## config.mk

```make
export PLATFORM = sky130hd
export DESIGN_NAME = apb_decode_timeout
export DESIGN_NICKNAME = d
export VERILOG_FILES = /design/src/rtl/apb_decode_timeout.sv
export SDC_FILE = /design/constraint.sdc
export NUM_CORES = 1
export LEC_CHECK = 0
export CORE_AREA = 2 2 140 142
export CTS_CLUSTER_DIAMETER = 60
export DETAILED_ROUTE_END_ITERATION = 7
export DIE_AREA = 0 0 142 144
export SYNTH_ARGS = -nofsm -noshare
export SYNTH_HDL_FRONTEND = slang
export SYNTH_SLANG_ARGS = --single-unit
```

## constraint.sdc

```tcl
create_clock -name clk -period 2.1 [get_ports clk]
set_input_delay 0.21 -clock clk [delete_from_list [all_inputs] [get_ports clk]]
set_output_delay 0.21 -clock clk [all_outputs]
set_load 0.02 [all_outputs]
```

## src/rtl/apb_decode_timeout.sv

```systemverilog
// -----------------------------------------------------------------------------
// apb_decode_timeout
//
// Purpose:
//   Sits between the MIC-to-APB bridge and up to 2^NUM_CSEL_LOG2 APB
//   completers. It decodes PSEL_BANK into per-completer selects and muxes
//   PRDATA/PREADY back to the bridge. Every transfer is guaranteed to finish:
//   an unpopulated bank completes at once with ERR_DATA, and a populated
//   completer that stalls for TIMEOUT_CYCLES access cycles is forced to
//   complete with ERR_DATA. The first error since the last clear is logged,
//   together with a saturating error count, for software.
//
// Ports:
//   clk, reset_n          clock, asynchronous active-low reset
//   PSEL, PSEL_BANK,
//   PENABLE, PWRITE,
//   PADDR                 APB requester signals from the bridge
//   PRDATA, PREADY        response to the bridge
//   PSELX                 per-completer select, one bit per bank
//   PRDATA_IN, PREADY_IN  completer responses, bank b at PRDATA_IN[32b +: 32]
//   err_clr               clears err_valid and err_count
//   err_valid             sticky flag, an error has been logged
//   err_bank/addr/write   bank, PADDR and PWRITE of the first logged error
//   err_timeout           1 = first error was a timeout, 0 = absent bank
//   err_count             saturating count of error completions
// -----------------------------------------------------------------------------
module apb_decode_timeout #(
    parameter int                               NUM_CSEL_LOG2  = 3,
    parameter int                               DECODE_BITS    = 16,
    parameter int                               TIMEOUT_CYCLES = 255,
    parameter logic [(1<<NUM_CSEL_LOG2)-1:0]    PRESENT_MASK   = {(1<<NUM_CSEL_LOG2){1'b1}},
    parameter logic [31:0]                      ERR_DATA       = 32'hdeadbeef
) (
    input  logic                                clk,
    input  logic                                reset_n,
    input  logic                                PSEL,
    input  logic [NUM_CSEL_LOG2-1:0]            PSEL_BANK,
    input  logic                                PENABLE,
    input  logic                                PWRITE,
    input  logic [DECODE_BITS-1:0]              PADDR,
    output logic [31:0]                         PRDATA,
    output logic                                PREADY,
    output logic [(1<<NUM_CSEL_LOG2)-1:0]       PSELX,
    input  logic [32*(1<<NUM_CSEL_LOG2)-1:0]    PRDATA_IN,
    input  logic [(1<<NUM_CSEL_LOG2)-1:0]       PREADY_IN,
    input  logic                                err_clr,
    output logic                                err_valid,
    output logic [NUM_CSEL_LOG2-1:0]            err_bank,
    output logic [DECODE_BITS-1:0]              err_addr,
    output logic                                err_write,
    output logic                                err_timeout,
    output logic [7:0]                          err_count
);

    localparam int          N           = 1 << NUM_CSEL_LOG2;
    localparam logic [7:0]  TIMEOUT_VAL = 8'(TIMEOUT_CYCLES);

    // state_q records the phase of the previous cycle. A completed access is
    // recorded as IDLE so that whatever follows it has to start with a setup.
    typedef enum logic [1:0] {
        IDLE,
        SETUP,
        ACCESS
    } state_t;

    state_t                     state_q, state_d, curPhase;
    logic [7:0]                 cnt_q, cnt_d;
    logic                       errValid_q, errValid_d;
    logic [NUM_CSEL_LOG2-1:0]   errBank_q, errBank_d;
    logic [DECODE_BITS-1:0]     errAddr_q, errAddr_d;
    logic                       errWrite_q, errWrite_d;
    logic                       errTimeout_q, errTimeout_d;
    logic [7:0]                 errCount_q, errCount_d;

    logic                       hit;
    logic                       inAccess;
    logic                       atLimit;
    logic                       timedOut;
    logic                       complete;
    logic                       errEvent;
    logic                       selReady;
    logic [31:0]                selData;

    // Mux the selected completer's ready and read data
    always_comb begin
        selData  = '0;
        selReady = 1'b0;
        for (int b = 0; b < N; b++) begin
            if (PSEL_BANK == NUM_CSEL_LOG2'(b)) begin
                selData  = PRDATA_IN[32*b +: 32];
                selReady = PREADY_IN[b];
            end
        end
    end

    // Classify the current cycle. PENABLE without a preceding setup is a
    // protocol error and is handled as a setup, so it never gets a response.
    always_comb begin
        curPhase = IDLE;
        if (PSEL) begin
            if (PENABLE && (state_q == SETUP || state_q == ACCESS)) begin
                curPhase = ACCESS;
            end else begin
                curPhase = SETUP;
            end
        end
    end

    assign hit      = PRESENT_MASK[PSEL_BANK];
    assign inAccess = (curPhase == ACCESS);
    assign atLimit  = (cnt_q == TIMEOUT_VAL);
    // A completer that raises PREADY_IN on the limit cycle wins over the timeout
    assign timedOut = inAccess & hit & atLimit & ~selReady;
    assign complete = inAccess & (~hit | selReady | atLimit);
    assign errEvent = complete & (~hit | timedOut);

    // Responses are combinational; they are forced to idle values while in reset
    always_comb begin
        PSELX = '0;
        for (int b = 0; b < N; b++) begin
            PSELX[b] = reset_n & PSEL & hit & (PSEL_BANK == NUM_CSEL_LOG2'(b));
        end
        PREADY = reset_n & complete;
        PRDATA = '0;
        if (reset_n && PSEL) begin
            PRDATA = (~hit | timedOut) ? ERR_DATA : selData;
        end
    end

    // Next state. The counter only advances while an access is still waiting,
    // and waiting implies cnt_q < TIMEOUT_VAL, so it cannot pass the limit.
    // An error and err_clr on the same cycle behave as a clear followed by a
    // fresh first error.
    always_comb begin
        state_d      = complete ? IDLE : curPhase;
        cnt_d        = (inAccess && !complete) ? cnt_q + 8'd1 : 8'd0;
        errValid_d   = errValid_q;
        errBank_d    = errBank_q;
        errAddr_d    = errAddr_q;
        errWrite_d   = errWrite_q;
        errTimeout_d = errTimeout_q;
        errCount_d   = errCount_q;
        if (errEvent) begin
            if (err_clr) begin
                errCount_d = 8'd1;
            end else if (errCount_q != 8'hff) begin
                errCount_d = errCount_q + 8'd1;
            end
            if (!errValid_q || err_clr) begin
                errValid_d   = 1'b1;
                errBank_d    = PSEL_BANK;
                errAddr_d    = PADDR;
                errWrite_d   = PWRITE;
                errTimeout_d = hit;
            end
        end else if (err_clr) begin
            errValid_d = 1'b0;
            errCount_d = 8'd0;
        end
    end

    // Transfer FSM, access counter and error log registers
    always_ff @(posedge clk or negedge reset_n) begin
        if (!reset_n) begin
            state_q      <= IDLE;
            cnt_q        <= 8'd0;
            errValid_q   <= 1'b0;
            errBank_q    <= '0;
            errAddr_q    <= '0;
            errWrite_q   <= 1'b0;
            errTimeout_q <= 1'b0;
            errCount_q   <= 8'd0;
        end else begin
            state_q      <= state_d;
            cnt_q        <= cnt_d;
            errValid_q   <= errValid_d;
            errBank_q    <= errBank_d;
            errAddr_q    <= errAddr_d;
            errWrite_q   <= errWrite_d;
            errTimeout_q <= errTimeout_d;
            errCount_q   <= errCount_d;
        end
    end

    assign err_valid   = errValid_q;
    assign err_bank    = errBank_q;
    assign err_addr    = errAddr_q;
    assign err_write   = errWrite_q;
    assign err_timeout = errTimeout_q;
    assign err_count   = errCount_q;

endmodule
```

==> results of run 1 <==
## routing by layer
layer	track usage, %	vias to the layer above	wire, um
met2	34.30	237	11380
met1	26.10	2584	9036
met3	5.099	30	1765
met5	0	-	25
met4	4.105	4	425
li1	-	2521	-
## worst paths after layout
kind / from / end / slack [ns] / depth (start not counted)
setup reg to reg: cnt_q[1]$_DFF_PN0_ / err_count[7]$_DFFE_PN0P_ / -0.08 / 9
hold / removal: reset_n / cnt_q[4]$_DFF_PN0_ / -0.007 / 2
hold reg to reg: err_timeout$_DFFE_PN0P_ / err_timeout$_DFFE_PN0P_ / 0.47 / 1
setup / recovery: PREADY_IN[2] / PRDATA[16] / -0.18 / 9
min in group clk: PSEL_BANK[2] / err_bank[2]$_DFFE_PN0P_ / 0.46 / 4
max in group asynchronous: reset_n / err_count[1]$_DFFE_PN0P_ / 1.43 / 3
## synthesized netlist by cell type, types with 3 or more instances
library cell  number  area [um2]
nand2_1           66       247.7
mux4_2            45        1013
dfrtp_1           40        1001
a31oi_1           35       219.0
a21oi_1           34       170.2
nor2_1            33       123.9
mux2_1            19       214.0
mux2i_1           18       180.2
clkbuf_1          17       63.81
o21ai_0           17       85.08
buf_2             14       70.07
nand3_1           11       55.05
nand4_1            8       50.05
o211ai_1           8       60.06
or3_1              7       43.79
buf_1              5       18.77
xor2_1             5       43.79
inv_1              4       15.01
nor3_1             4       20.02
and3_1             3       18.77
buf_4              3       22.52
nand2b_1           3       18.77
nor4_1             3       18.77
o22ai_1            3       18.77
## cells in the final DEF (no fill, tap or decap), types with 4 or more instances in the layout
cell type / instances
mux2_4: 11
nand2_1: 66
mux2_1: 8
clkdlybuf4s50_1: 311
nand3_1: 9
a21oi_1: 15
clkbuf_16: 8
nand4_1: 8
buf_12: 14
mux2i_1: 18
mux4_2: 45
inv_1: 4
nor2_1: 32
xor2_1: 5
buf_4: 88
o21ai_0: 14
a21oi_4: 9
or3_1: 4
clkbuf_2: 6
a31oi_4: 12
dfrtp_1: 40
o211ai_1: 8
a31oi_1: 20
buf_6: 32
a21oi_2: 10
## state kept, by name, summed over array words and instances, names as in the netlist
name / flops
err_timeout: 1
err_valid: 1
err_addr: 16
state_q: 2
err_bank: 3
cnt_q: 8
err_count: 8
err_write: 1
## per-stage QoR
step | total power [W] | utilization, % | worst slack, ns | hold WS (ns) | cells
floorplan | 0.001245 | - | -0.03938 | -0.08559 | 431
global placement | 0.002085 | 44.22 | -0.4778 | 0.2152 | 1070
detailed placement | 0.002086 | 44.22 | -0.5637 | 0.2092 | 1070
CTS | 0.002873 | 45.13 | -0.2290 | 0.008024 | 1085
global route | 0.003123 | 49.24 | -0.2675 | 0.03184 | 1100
finish | 0.002971 | 49.26 | -0.1815 | -0.006618 | 1101
## logic make-up (layout without fill, tap and decap cells)
group,after synthesis,count (layout)
other,0,2
xor gates and xnor gates,6,6
AOI/OAI and AO/OA,105,105
DFF,40,40
muxes,83,83
buffers and inverters,47,477
and+or+nand+nor,148,148
adders and majority gates,2,2
## power by group through the flow
| stage | clock, W | combinational (W) | sequential [W] |
|---|---|---|---|
| 2_1_floorplan | 0 | 0.000455 | 0.000790 |
| 3_3_place_gp | 0 | 0.00130 | 0.000790 |
| 3_5_place_dp | 0 | 0.00130 | 0.000790 |
| 4_1_cts | 0.000809 | 0.00129 | 0.000775 |
| 5_1_grt | 0.000850 | 0.00150 | 0.000775 |
| 6_report | 0.000790 | 0.00141 | 0.000776 |
## worst max-delay path: cells and delay by family
family | cells | cell delay (ns)
buffers and inverters | 4 | 0.88
AO/OA/AOI/OAI | 4 | 0.81
multiplexers | 1 | 0.16
## area by class of cell
type                            count  area share [%]
Timing Repair Buffer              463           48.98
Multi-Input combinational cell    344           35.27
Sequential cell                    40           10.65
Tap cell                          238           3.169
Clock buffer                        6           1.478
Inverter                            6          0.2396
Clock inverter                      2          0.1598
Antenna cell                        2         0.05326
## repair_timing
item / in CTS / in global routing
gates resized for setup: 180 / 151
cloned: 1 / 4
pin swaps: 0 / 13
hold endpoints to repair: 14 / 0
setup endpoints to repair: 44 / 66
hold buffers: 1 / 0
buffers inserted: 5 / 11
==> metrics.cfg, run 1 <==
[global_route]
grt_max_degree=27
grt_antenna_before_repair=3
grt_pass1_vias=5304
grt_pass1_wl_um=31090
track_usage_pct=20.19
overflow=0

[timing]
fin_worst_skew_ns=0.003515
period_needed_ns=2.281
rsz0062_at_grt=true
finalSetupTns_ns=-3.410
hold_viol_final=8
whs_ns=-0.006618
slew_headroom_pct=61.27
period_share_pct=108.6
fmaxAchievable_mhz=438.3
fin_ws_ns=-0.1815
finalSetupViolCount=33
worst_slew_pin_slew_ns=0.5749
drv_slew=0

[clock_tree]
cts_inserted_buffers=5
htree_levels=2
cts_sinks=40
cts_buffer_depth=2
cts_tree=yes
clk_latency_ns=0.28
cts-root-buf=clkbuf_16
clkSlewWorstSetupHoldPaths_ns=0.06

[setup_path]
crit_type=in2out
critPathLaunchType=input port
max_stage_delay_ns=0.43
endpoint_kind=output port
crit_chain=clkdlybuf4s50_1 > mux2i_1 > o21ai_2 > a221oi_4 > o21ai_4 > buf_12 > clkbuf_16 > a31oi_1 > buf_4
cp_max_fo=5
cp.required_ns=1.89
worst_path_max_delay_cell=a221oi_4
arrival_ns=2.07

[pwr]
power_density_nw_per_um2=316.1
combPwrFrac_pct=47.3
intPower_w=0.002130
p_leak_nw=3.811
ir_drop_v=0.0003123
clkPwrFrac_pct=26.6
p_sw_w=0.0008413
p_sw_share_pct=28.32
seqPwrFrac_pct=26.1

[floorplanning]
ios=360
fp.dieW_um=142
rows=51
core_um2=19080
initial_core_util_pct=21.06
die_area_um2=20450
die_y_um=144

[synthesis]
avgSynthCellArea_um2=9.324
synth-xor-area-share_pct=1.308
syn_area_um2=4019
synth_mux_area_share_pct=35.31
synthAdderAreaFrac_pct=0.6227
synth.distinct_cells=42
ys_seq_elements=40
netlist_instances=431
ys_warn_count=0
synthFlopType=dfrtp_1
synth_enable_flop_cells=0
synth-simple-area-share_pct=16.94
async_reset_ff_share_pct=100.0
synth_compound_area_share_pct=15.44
yosysSeqAreaShare_pct=24.91
synth_top_family_by_area=multiplexers
syn_nets=722

[placed_design]
post_dp_cell_area_um2=8437
io_buffers=359
dpl.hpwl_um=18130
gp_congestion=0.9607

[layout]
multi_input_area_um2=3314
areaGrowthSynthToFinish_pct=133.8
final_area_um2=9398
regArea_um2=1001
finalNetCount=1151
final.fill_count=1749
drive_above_1_share_pct=30.89

[job]
drv_cap=0

[outcome]
status=finished with violations
violations=negative hold slack, negative setup slack

[drt]
drtAntennaViolNets=0
routed_via_density=4.883
wl_um=22630
vias=5376
drc=0
drtPass1Iterations=4
wire_per_inst_um=20.56
drt_iter0_drc=212

[worst_hold_path]
hp-class=in2async

Power figures use the tool's default switching activity.
==> run 2: changes to the inputs <==
==> constraint.sdc (replaced) <==
create_clock -name clk -period 2.1 [get_ports clk]
set_input_delay 0.63 -clock clk [delete_from_list [all_inputs] [get_ports clk]]
set_output_delay 0.63 -clock clk [all_outputs]
set_load 0.02 [all_outputs]
==> metrics.cfg, run 2 (synthesis results as in run 1) <==
[outcome]
status=finished with violations  ; unchanged
violations=negative setup slack  ; was negative hold slack, negative setup slack

[floorplanning]
core_um2=19080  ; unchanged
die_area_um2=20450  ; unchanged
fp.dieW_um=142  ; unchanged
ios=360  ; unchanged
die_y_um=144  ; unchanged
initial_core_util_pct=21.06  ; unchanged
rows=51  ; unchanged

[drt]
drtPass1Iterations=4  ; unchanged
wl_um=23730  ; was 22,630 um
routed_via_density=4.935  ; was 4.883
drt_iter0_drc=158  ; was 212
drtAntennaViolNets=0  ; unchanged
vias=5512  ; was 5,376
wire_per_inst_um=21.25  ; was 20.56 um
drc=0  ; unchanged

[setup_path]
endpoint_kind=output port  ; unchanged
rrSetupSlack_ns=0.01  ; was -0.08 ns
arrival_ns=2.13  ; was 2.07 ns
cp_max_fo=7  ; was 5
crit_type=in2out  ; unchanged
critPathLaunchType=input port  ; unchanged
cp.required_ns=1.47  ; was 1.89 ns

[pwr]
p_sw_w=0.0009048  ; was 0.0008413 W
ir_drop_v=0.0002380  ; was 0.0003123 V
seqPwrFrac_pct=24.1  ; was 26.1%
p_leak_nw=4.025  ; was 3.811 nW
power_density_nw_per_um2=317.8  ; was 316.1 nW/um2
combPwrFrac_pct=49.1  ; was 47.3%
clkPwrFrac_pct=26.8  ; was 26.6%
intPower_w=0.002309  ; was 0.002130 W
p_sw_share_pct=28.16  ; was 28.32%

[timing]
finalSetupViolCount=63  ; was 33
period_needed_ns=2.757  ; was 2.281 ns
fmaxAchievable_mhz=362.7  ; was 438.3 MHz
rsz0062_at_grt=true  ; unchanged
worst_slew_pin_slew_ns=0.4506  ; was 0.5749 ns
period_share_pct=131.3  ; was 108.6%
slew_headroom_pct=69.96  ; was 61.27%
fin_worst_skew_ns=0.002536  ; was 0.003515 ns
finalSetupTns_ns=-25.15  ; was -3.410 ns
hold_viol_final=0  ; was 8
fin_ws_ns=-0.6572  ; was -0.1815 ns
drv_slew=0  ; unchanged

[placed_design]
io_buffers=359  ; unchanged
post_dp_cell_area_um2=9059  ; was 8437 um2
dpl.hpwl_um=19190  ; was 18,130 um
gp_congestion=0.9271  ; was 0.9607

[layout]
regArea_um2=1001  ; unchanged
drive_above_1_share_pct=37.79  ; was 30.89%
multi_input_area_um2=3716  ; was 3314 um2
areaGrowthSynthToFinish_pct=151.6  ; was 133.8%
layout_common_cells=clkdlybuf4s50_1 (298), buf_4 (78), nand2_1 (64), buf_6 (55), mux4_2 (45)  ; was clkdlybuf4s50_1 (311), buf_4 (88), nand2_1 (66), mux4_2 (45), dfrtp_1 (40)
finalNetCount=1166  ; was 1,151
final.fill_count=1623  ; was 1,749
final_area_um2=10110  ; was 9398 um2
largest_reg_flops=16  ; unchanged
final_common_cell=clkdlybuf4s50_1  ; unchanged

[global_route]
track_usage_pct=22.29  ; was 20.19%
overflow=0  ; unchanged
grt_pass1_wl_um=34680  ; was 31,090 um
grt_antenna_before_repair=1  ; was 3
grt_max_degree=35  ; was 27
grt_pass1_vias=6018  ; was 5,304

[clock_tree]
cts_sinks=40  ; unchanged
clkSlewWorstSetupHoldPaths_ns=0.06  ; about the same
cts-root-buf=clkbuf_16  ; unchanged
cts_buffer_depth=2  ; unchanged
cts_hold_buf=0  ; was 1
cts_tree=yes  ; unchanged
clk_latency_ns=0.28  ; about the same
htree_levels=2  ; unchanged
cts_inserted_buffers=5  ; unchanged

[worst_hold_path]
hp-class=in2async  ; unchanged

[job]
drv_cap=0  ; unchanged

[run 2: cell types whose count changed in the layout (fill, tap and decap cells not counted), moves of 6 or more]
| cell | change |
|---|---|
| mux2_4 | +8 |
| clkbuf_2 | -6 |
| buf_6 | +23 |
| a31oi_1 | -6 |
| buf_12 | +6 |
| clkdlybuf4s50_1 | -13 |
| mux2_1 | -8 |
| a31oi_4 | +7 |
| buf_8 | +8 |
| o21ai_0 | -6 |
| buf_4 | -10 |
[run 2: worst paths after layout]
kind / start / end / depth (start not counted)
max in group asynchronous: reset_n / err_addr[14]$_DFFE_PN0P_ / 2
min: reset_n / cnt_q[4]$_DFF_PN0_ / 2
max: PSEL_BANK[1] / PRDATA[18] / 9
min reg2reg: err_timeout$_DFFE_PN0P_ / err_timeout$_DFFE_PN0P_ / 1
min in group clk: err_timeout$_DFFE_PN0P_ / err_timeout$_DFFE_PN0P_ / 1
max reg2reg: cnt_q[0]$_DFF_PN0_ / err_addr[5]$_DFFE_PN0P_ / 10
[run 2: metrics by stage]
step | cells | total power, W | util (%) | hold WS, ns | setup slack (ns)
floorplan | 431 | 0.001377 | - | 0.3344 | -0.4779
CTS | 1113 | 0.003188 | 52.13 | 0.3979 | -0.7725
global route | 1115 | 0.003355 | 52.97 | 0.4450 | -0.7152
detailed placement | 1078 | 0.002226 | 47.48 | 0.4529 | -1.371
finish | 1117 | 0.003214 | 52.99 | 0.4355 | -0.6572
global placement | 1078 | 0.002209 | 47.48 | 0.4503 | -1.350
[run 2: power by group through the flow]
stage / combinational, W / clock [W] / sequential, W
floorplan: 0.000587 / 0 / 0.000790
global placement: 0.00142 / 0 / 0.000790
detailed placement: 0.00144 / 0 / 0.000790
CTS: 0.00153 / 0.000879 / 0.000776
global route: 0.00167 / 0.000910 / 0.000775
finish: 0.00158 / 0.000860 / 0.000776
[run 2: area by class of cell]
cell class,instances,share of cell area [%]
Sequential cell,40,9.900
Tap cell,238,2.945
Timing Repair Buffer,478,48.42
Clock buffer,6,1.275
Clock inverter,2,0.3465
Inverter,6,0.2846
Multi-Input combinational cell,344,36.75
Antenna cell,3,0.07425
[run 2: routing by layer]
layer	up-vias	track usage, %	routed length (um)
li1	2554	-	-
met1	2705	26.33	9164
met2	230	42.28	12820
met3	21	3.609	1328
met4	2	4.947	413
met5	-	0	6
[run 2: what timing repair did]
| item | 4_1_cts | 5_1_grt |
|---|---|---|
| resized for setup | 363 | 67 |
| endpoints found under the setup margin | 79 | 78 |
| setup buffers | 24 | 15 |
| pin swaps | 25 | 35 |
| cloned | 5 | 0 |
| hold endpoints to repair | 0 | 0 |
[run 2: worst max-delay path: stages]
cell	delay [ns]
buf_12	0.10
mux2i_4	0.24
mux2i_4	0.10
a311oi_4	0.29
o21ai_4	0.14
buf_12	0.15
buf_12	0.14
a31oi_4	0.18
buf_6	0.14
